--- src/rtl/led_pattern_engine.sv ---
// led_pattern_engine
// Tick generator plus a 4-mode pattern engine (SHIFT, FLASH, BOUNCE, FILL)
// driving an NB_LEDS-wide RGB LED bank.
//
// Ports:
//   clock     system clock
//   i_reset   synchronous, active-high reset
//   i_sw      [0] run enable, [2:1] speed select, [3] direction (0 toward MSB)
//   i_button  [0] next mode, [1] red, [2] green, [3] blue
//   o_leds    [0] mode-press toggle, [3:1] one-hot colour {blue, green, red}
//   o_led_r/g/b  colour channels; the selected one carries the pattern
//   o_mode    current mode (0 SHIFT, 1 FLASH, 2 BOUNCE, 3 FILL)
//   o_tick    single-cycle step strobe
//
// Build option: define LED_PATTERN_BUTTON_SYNC_EN to pass i_button through a
// 2-flop synchronizer before edge detection (press effect after 3 edges
// instead of 1).
module led_pattern_engine #(
  parameter int          NB_LEDS    = 4,
  parameter int          NB_COUNTER = 32,
  parameter int unsigned LIMIT_0    = 2**22-1,
  parameter int unsigned LIMIT_1    = 2**23-1,
  parameter int unsigned LIMIT_2    = 2**24-1,
  parameter int unsigned LIMIT_3    = 2**25-1
) (
  input  logic               clock,
  input  logic               i_reset,
  input  logic [3:0]         i_sw,
  input  logic [3:0]         i_button,
  output logic [3:0]         o_leds,
  output logic [NB_LEDS-1:0] o_led_r,
  output logic [NB_LEDS-1:0] o_led_g,
  output logic [NB_LEDS-1:0] o_led_b,
  output logic [1:0]         o_mode,
  output logic               o_tick
);

  typedef enum logic [1:0] {SHIFT, FLASH, BOUNCE, FILL} mode_t;

  localparam logic [NB_LEDS-1:0] PAT_ONE  = {{(NB_LEDS-1){1'b0}}, 1'b1};
  localparam logic [NB_LEDS-1:0] PAT_ONES = '1;

  // ---------------- tick generator ----------------
  logic [NB_COUNTER-1:0] cnt, cnt_next, limit_sel;
  logic                  tick;

  always_comb begin
    case (i_sw[2:1])
      2'd0:    limit_sel = NB_COUNTER'(LIMIT_0);
      2'd1:    limit_sel = NB_COUNTER'(LIMIT_1);
      2'd2:    limit_sel = NB_COUNTER'(LIMIT_2);
      default: limit_sel = NB_COUNTER'(LIMIT_3);
    endcase
  end

  // >= rather than == so that lowering the speed limit mid-count never
  // strands the counter above the new terminal count.
  assign tick = i_sw[0] && (cnt >= limit_sel);

  // ---------------- button edge detection ----------------
  logic [3:0] btn_src, button_d, press;

`ifdef LED_PATTERN_BUTTON_SYNC_EN
  logic [3:0] btn_meta, btn_sync;
  always_ff @(posedge clock) begin
    if (i_reset) begin
      btn_meta <= '0;
      btn_sync <= '0;
    end else begin
      btn_meta <= i_button;
      btn_sync <= btn_meta;
    end
  end
  assign btn_src = btn_sync;
`else
  assign btn_src = i_button;
`endif

  assign press = btn_src & ~button_d;

  // ---------------- pattern / mode state ----------------
  mode_t              mode, mode_next;
  logic [NB_LEDS-1:0] pattern, pattern_next;
  logic               bounce_up, bounce_up_next;
  logic [2:0]         colour, colour_next;   // {blue, green, red}
  logic               mode_tgl, mode_tgl_next;

  always_ff @(posedge clock) begin
    if (i_reset) begin
      cnt       <= '0;
      button_d  <= '0;
      mode      <= SHIFT;
      pattern   <= PAT_ONE;
      bounce_up <= 1'b1;
      colour    <= 3'b001;
      mode_tgl  <= 1'b0;
    end else begin
      cnt       <= cnt_next;
      button_d  <= btn_src;
      mode      <= mode_next;
      pattern   <= pattern_next;
      bounce_up <= bounce_up_next;
      colour    <= colour_next;
      mode_tgl  <= mode_tgl_next;
    end
  end

  always_comb begin
    cnt_next       = cnt;
    mode_next      = mode;
    pattern_next   = pattern;
    bounce_up_next = bounce_up;
    colour_next    = colour;
    mode_tgl_next  = mode_tgl;

    if (tick)          cnt_next = '0;
    else if (i_sw[0])  cnt_next = cnt + 1'b1;

    if (press[0]) begin
      // Mode change reseeds the pattern; a coincident tick is dropped.
      mode_next      = mode_t'(mode + 2'd1);
      mode_tgl_next  = ~mode_tgl;
      bounce_up_next = 1'b1;
      case (mode_next)
        FLASH:   pattern_next = PAT_ONES;
        FILL:    pattern_next = '0;
        default: pattern_next = PAT_ONE;
      endcase
    end else if (tick) begin
      case (mode)
        SHIFT: pattern_next = i_sw[3] ? {pattern[0], pattern[NB_LEDS-1:1]}
                                      : {pattern[NB_LEDS-2:0], pattern[NB_LEDS-1]};
        FLASH: pattern_next = ~pattern;
        BOUNCE: begin
          // Direction switch and the reverse step happen on the same tick,
          // so the end LED is lit for exactly one step.
          if (bounce_up) begin
            if (pattern[NB_LEDS-1]) begin
              pattern_next   = pattern >> 1;
              bounce_up_next = 1'b0;
            end else begin
              pattern_next = pattern << 1;
            end
          end else begin
            if (pattern[0]) begin
              pattern_next   = pattern << 1;
              bounce_up_next = 1'b1;
            end else begin
              pattern_next = pattern >> 1;
            end
          end
        end
        default: begin  // FILL
          if (&pattern)     pattern_next = '0;
          else if (i_sw[3]) pattern_next = {1'b1, pattern[NB_LEDS-1:1]};
          else              pattern_next = {pattern[NB_LEDS-2:0], 1'b1};
        end
      endcase
    end

    if (press[1])      colour_next = 3'b001;
    else if (press[2]) colour_next = 3'b010;
    else if (press[3]) colour_next = 3'b100;
  end

  // ---------------- outputs ----------------
  assign o_tick  = tick;
  assign o_mode  = mode;
  assign o_leds  = {colour, mode_tgl};
  assign o_led_r = colour[0] ? pattern : '0;
  assign o_led_g = colour[1] ? pattern : '0;
  assign o_led_b = colour[2] ? pattern : '0;

endmodule

--- config.mk ---
export PLATFORM = sky130hd
export DESIGN_NAME = led_pattern_engine
export DESIGN_NICKNAME = d
export VERILOG_FILES = /design/src/rtl/led_pattern_engine.sv
export SDC_FILE = /design/constraint.sdc
export NUM_CORES = 1
export LEC_CHECK = 0
export ABC_CLOCK_PERIOD_IN_PS = 1900
export BUFFER_PORTS_ARGS = -buffer_cell sky130_fd_sc_hd__buf_2
export CAP_MARGIN = 5
export CORE_ASPECT_RATIO = 1.2
export CORE_MARGIN = 1
export CORE_UTILIZATION = 58
export DETAILED_ROUTE_END_ITERATION = 8
export PLACE_DENSITY = 0.88
export SLEW_MARGIN = 5
export SYNTH_ARGS = -nofsm -noshare
export SYNTH_HDL_FRONTEND = slang
export SYNTH_SLANG_ARGS = --single-unit
export TNS_END_PERCENT = 1
--- constraint.sdc ---
create_clock -name clock -period 1.9 [get_ports clock]
set_input_delay 0.095 -clock clock [delete_from_list [all_inputs] [get_ports clock]]
set_output_delay 0.095 -clock clock [all_outputs]
set_load 0.005 [all_outputs]
After elaboration in Yosys (flattened, before gate mapping)
Index checks and enable logic that the tools add are counted.
{"block": "word_totals", "reg_bits": 47, "output_inout_bits": 19, "wordCells": 51, "inputBits": 10}
{"block": "op_classes", "n_reduce_logical": 11, "n_lt_le_gt_ge": 1, "addsub": 2, "eq_ne": 6, "n_bitwise": 4, "n_mux": 19}
{"op": "one-hot mux 25 bit (3 select lines)", "n": 1}
{"op": "two-way mux 4 bit", "n": 11}
{"op": "adder 32 x 1 -> 32 bit (second input constant)", "n": 1}
{"op": "greater-or-equal comparator 32 bit", "n": 1}
{"op": "one-hot mux 4 bit (3 select lines)", "n": 1}
{"op": "NOT 4 bit", "n": 2}
{"op": "one-hot mux 4 bit (2 select lines)", "n": 1}
{"op": "equality test 2 x 1 -> 1 bit (second input constant)", "n": 3}
{"op": "equality test 2 bit (second input constant)", "n": 3}
{"op": "OR reduction 2 bit", "n": 3}
{"op": "bitwise AND 4 bit", "n": 1}
{"op": "logical NOT 2 bit", "n": 2}
{"op": "two-way mux 2 bit", "n": 2}
{"op": "AND reduction 4 bit", "n": 1}
{"op": "nonzero test 2 bit", "n": 2}
{"op": "two-way mux 1 bit", "n": 3}
{"op": "OR reduction 3 bit", "n": 1}
{"op": "adder 2 x 1 -> 2 bit (second input constant)", "n": 1}
{"op": "AND reduction 2 bit", "n": 1}
{"op": "logical AND 1 bit", "n": 1}
{"op": "NOT 1 bit", "n": 1}

Depth between registers and ports, before layout
{"block": "depth", "word_depth": 6, "depth_mapped": 8, "mapped_depth_nobuf": 8}

Worst setup path before layout
Ideal clock, no wire load.
{"block": "synth_timing", "kind": "register to register", "from": "register cnt[23]", "to": "register pattern[0]", "setup_time_ps": 129, "path_stages_with_launch": 8, "path_slack_ps": 198, "arrival_time_ps": 1573, "required_ps": 1771, "n_path_buf": 0, "path_cell_list": "dfxtp_1 > ha_1 > a21oi_1 > o211ai_1 > a32oi_4 > inv_2 > o41ai_1 > a21oi_1"}
{"block": "synth_between", "elab_chain_cells": 3}
{"item": "start: declaration", "line_no": "44", "text": "logic [NB_COUNTER-1:0] cnt, cnt_next, limit_sel;"}
{"item": "start signal: assignment", "line_no": "98", "text": "cnt <= cnt_next;"}
{"item": "greater-or-equal comparator 32 bit", "line_no": "58", "text": "assign tick = i_sw[0] && (cnt >= limit_sel);"}
{"item": "logical AND 1 bit", "line_no": "58"}
{"item": "named net o_tick", "line_no": "35", "text": "output logic o_tick"}
{"item": "nonzero test 2 bit (no source line)"}
{"item": "end signal: assignment", "line_no": "101", "text": "pattern <= pattern_next;"}
{"item": "end: declaration", "line_no": "83", "text": "logic [NB_LEDS-1:0] pattern, pattern_next;"}
The timed path passes the listed nets, and every way through them passes these cells.
A chain may end at the register's enable or synchronous reset.

Final worst setup path
{"block": "layout_timing", "from": "register cnt[23]", "to": "output port o_tick"}
{"block": "layout_between", "elab_chain_cells": 2}
{"item": "greater-or-equal comparator 32 bit", "line_no": "58"}
{"item": "logical AND 1 bit", "line_no": "58"}
{"item": "end: declaration", "line_no": "35"}
No other way between the ends.

==> summary.md <==
| Metric | Value |
|---|---|
| Placement Setup Slack | about 50 ps |
| CP Max Fanout | 6 |
| Fraction of layout cells with a size suffix above 1 | 0.224 |
| Status | finished clean |
| Largest net degree at the start of global routing | 23 |
| Arr. time, crit path | ~1800 ps |
| Clk buf depth | 2 |
| Io pins | 29 |
| Critical Path Sink Type | primary output |
| Die width | a little over 60 µm |
| Gr ovfl total | 0 |
| Worst EP required | 1800 ps |
| Fin. Hold Viols | 0 |
| Initial Utilization | 0.618 |
| Initial antenna violation count | 0 |
| Core Rows | 25 |
| Count of final setup violators | 0 |
| Actual slew at the worst max-slew pin | 373 ps |
| RSZ-0062 raised after global routing | yes |
| Flop and latch count out of synthesis | 47 |
| Relative slew slack | 0.751 |
| Skew-Pair Late Insertion Delay | ~300 ps |
| Synth Warn # | 0 |
| Nets | between 300 and 400 |
| Ys flop type | dfxtp_1 |
| Setup CP Type | flip-flop to primary output |
| Synth cell types | 49 |
| Vias | about 2200 |
| First-pass GRT wire length | approximately 8300 µm |
| Fin crit share | 0.975 |
| Max-slew violations | 0 |
| Total chip power | approximately 2.0 mW |
| Crit start category | flip-flop |
| Most common cell in the netlist | dfxtp_1 |
| Pwr/cell area | slightly below 700 nW/µm² |
| Antenna diode count | 0 |
| Synth Instances | 284 |
| Leakage | approximately 1.2 nW |
| CTS buffer count | 5 |
| CTS tree | done |
| R2r setup slk | roughly 80 ps |
| Min Tclk post-route | about 1900 ps |
| Die area | 4530 µm² |
| Post-synth EDFFs | 0 |
| Wire per inst | about 15 µm |
| DRT Pass-1 Iters | 4 |
| Cell Area, Synth | between 2000 and 2500 µm² |
| Clock sink count | 47 |
| Area share of the largest cell type after synthesis | 0.380 |
| DRC | 0 |
| Min-delay worst type | input port to flip-flop |
| Drt total wl | about 5600 µm |
| Max VDD drop | 471 µV |
| Max-Cap Viols | 0 |
| Hold buffer count at CTS | 0 |
| Area growth syn-to-layout | 17.0% |
| Sequential share of the synthesized area | 0.380 |
| Average size of a mapped cell | around 8.7 µm² |
| Layout fillers | approximately 330 |
| Clock transition at path regs | 90 ps |
| DRT iter0 DRCs | 152 |
| Post-Syn Nets | between 300 and 400 |
| Setup WS post-layout | 48.2 ps |
| Post-synth top area cell | dfxtp_1 |
| Total Routing Usage GR | 0.243 |
| Top cells by area, synth | dfxtp_1 (38%), xor2_1 (7.8%), nor2_1 (7.0%), ha_1 (5.1%), and2_1 (3.0%) |
| Final weighted congestion in routability-driven placement | 0.927 |
| Post-synth top cells | dfxtp_1 (47), nor2_1 (46), xor2_1 (22), nand2_1 (14) |
| Number of H-tree levels | 2 |
| Placeable Area | about 4000 µm² |
| Fmax | 540 MHz |
| Clock tree root buffer cell | clkbuf_8 |
| Clk_skew | roughly 9.4 ps |
| Vias in the first global route | between 1500 and 2000 |
| Post-route ant nets | 0 |
| IO buf count | 28 |
| Final HPWL DP | roughly 3700 µm |
| Die height | 73.5 µm |
| Vias per cell | approximately 5.8 |
| FFs w/ async S/R, synth | 0 |
## cells in the final DEF (no fill, tap or decap), types with 2 or more instances in the layout
master / instances
inv_1: 11
clkbuf_8: 5
o21ba_2: 2
nor4_2: 2
ha_4: 2
xor2_1: 22
buf_4: 15
xnor2_1: 8
a32o_1: 2
and3_1: 4
nand2_1: 14
nand4_1: 12
dfxtp_1: 45
nor2_1: 46
a211oi_1: 2
a221oi_1: 2
nand3b_1: 2
a21oi_1: 7
mux2_2: 2
and3_2: 2
nor2b_1: 9
a31oi_1: 4
nand3_1: 12
buf_2: 27
ha_1: 8
and2_1: 12
a21o_1: 2
o221ai_1: 2
nand2b_1: 4
o21ai_0: 6
and4_2: 2
and4_1: 2
## registers in the layout, indices dropped and copies added (netlist names)
name       flops
button_d       4
cnt           32
bounce_up      1
colour         3
pattern        4
mode_tgl       1
o_mode         2
## through the flow
step | cell area (µm²) | hold slack [ps] | utilization | TNS [ps] | std cells
after floorplan | 2470 | 223 | - | 0 | 284
after global placement | 2690 | 319 | 0.672 | 0 | 365
after detailed placement | 2690 | 331 | 0.672 | 0 | 365
after CTS | 2810 | 20.2 | 0.703 | 0 | 373
after global routing | 2900 | 22.3 | 0.723 | -80.0 | 376
final | 2900 | 19.9 | 0.723 | 0 | 376
## where the power goes
| part | switching, mW | internal [mW] | total (mW) |
|---|---|---|---|
| sequential | 0.0345 | 1.01 | 1.04 |
| clock | 0.331 | 0.386 | 0.717 |
| combinational | 0.113 | 0.102 | 0.215 |
## critical path, cell delays in order, from the launching register on
cell and delay, ps:
dfxtp_4 370, ha_4 250, a21oi_2 150, o211ai_1 140
a32oi_4 290, inv_2 120, buf_6 140
## logic make-up after synthesis
family | synth area share
AND/OR/NAND/NOR | 0.279
flip-flops | 0.380
AO/OA/AOI/OAI | 0.122
multiplexers | 0.0132
XOR/XNOR | 0.106
adder cells (fa/ha/maj) | 0.0506
buffers and inverters | 0.0486
## metal layers
metal | track usage | vias up | share of wire
met5 | 0 | - | 0
met4 | 0.0963 | 0 | 0.024
met3 | 0.0563 | 19 | 0.057
met2 | 0.437 | 85 | 0.51
met1 | 0.268 | 1021 | 0.40
li1 | - | 1060 | -
## timing repair
action / 4_1_cts / 5_1_grt
buffers inserted: 1 / 3
endpoints found under the setup margin: 1 / 28
pin swaps: 2 / 4
gates cloned: 0 / 0
endpoints found under the hold margin: 0 / 0
resized for setup: 2 / 11
## path summary, 6_finish.rpt
kind / start / endpoint / depth (start not counted)
setup reg to reg: cnt[23] / pattern[0] / 7
hold / removal: i_button[2] / button_d[2] / 2
setup / recovery: cnt[23] / o_tick / 6
hold reg to reg: cnt[17] / cnt[17] / 2
## cell type report
class / instances / area (µm²) / share of cell area
clock buffer: 6 / 72.6 / 0.0251
tap: 54 / 67.6 / 0.0233
clock inverter: 1 / 30.0 / 0.0104
inverter: 12 / 45.0 / 0.0156
sequential: 47 / 946 / 0.327
timing repair buffer: 43 / 259 / 0.0895
multi-input combinational: 213 / 1480 / 0.510
Power figures use the tool's default switching activity.
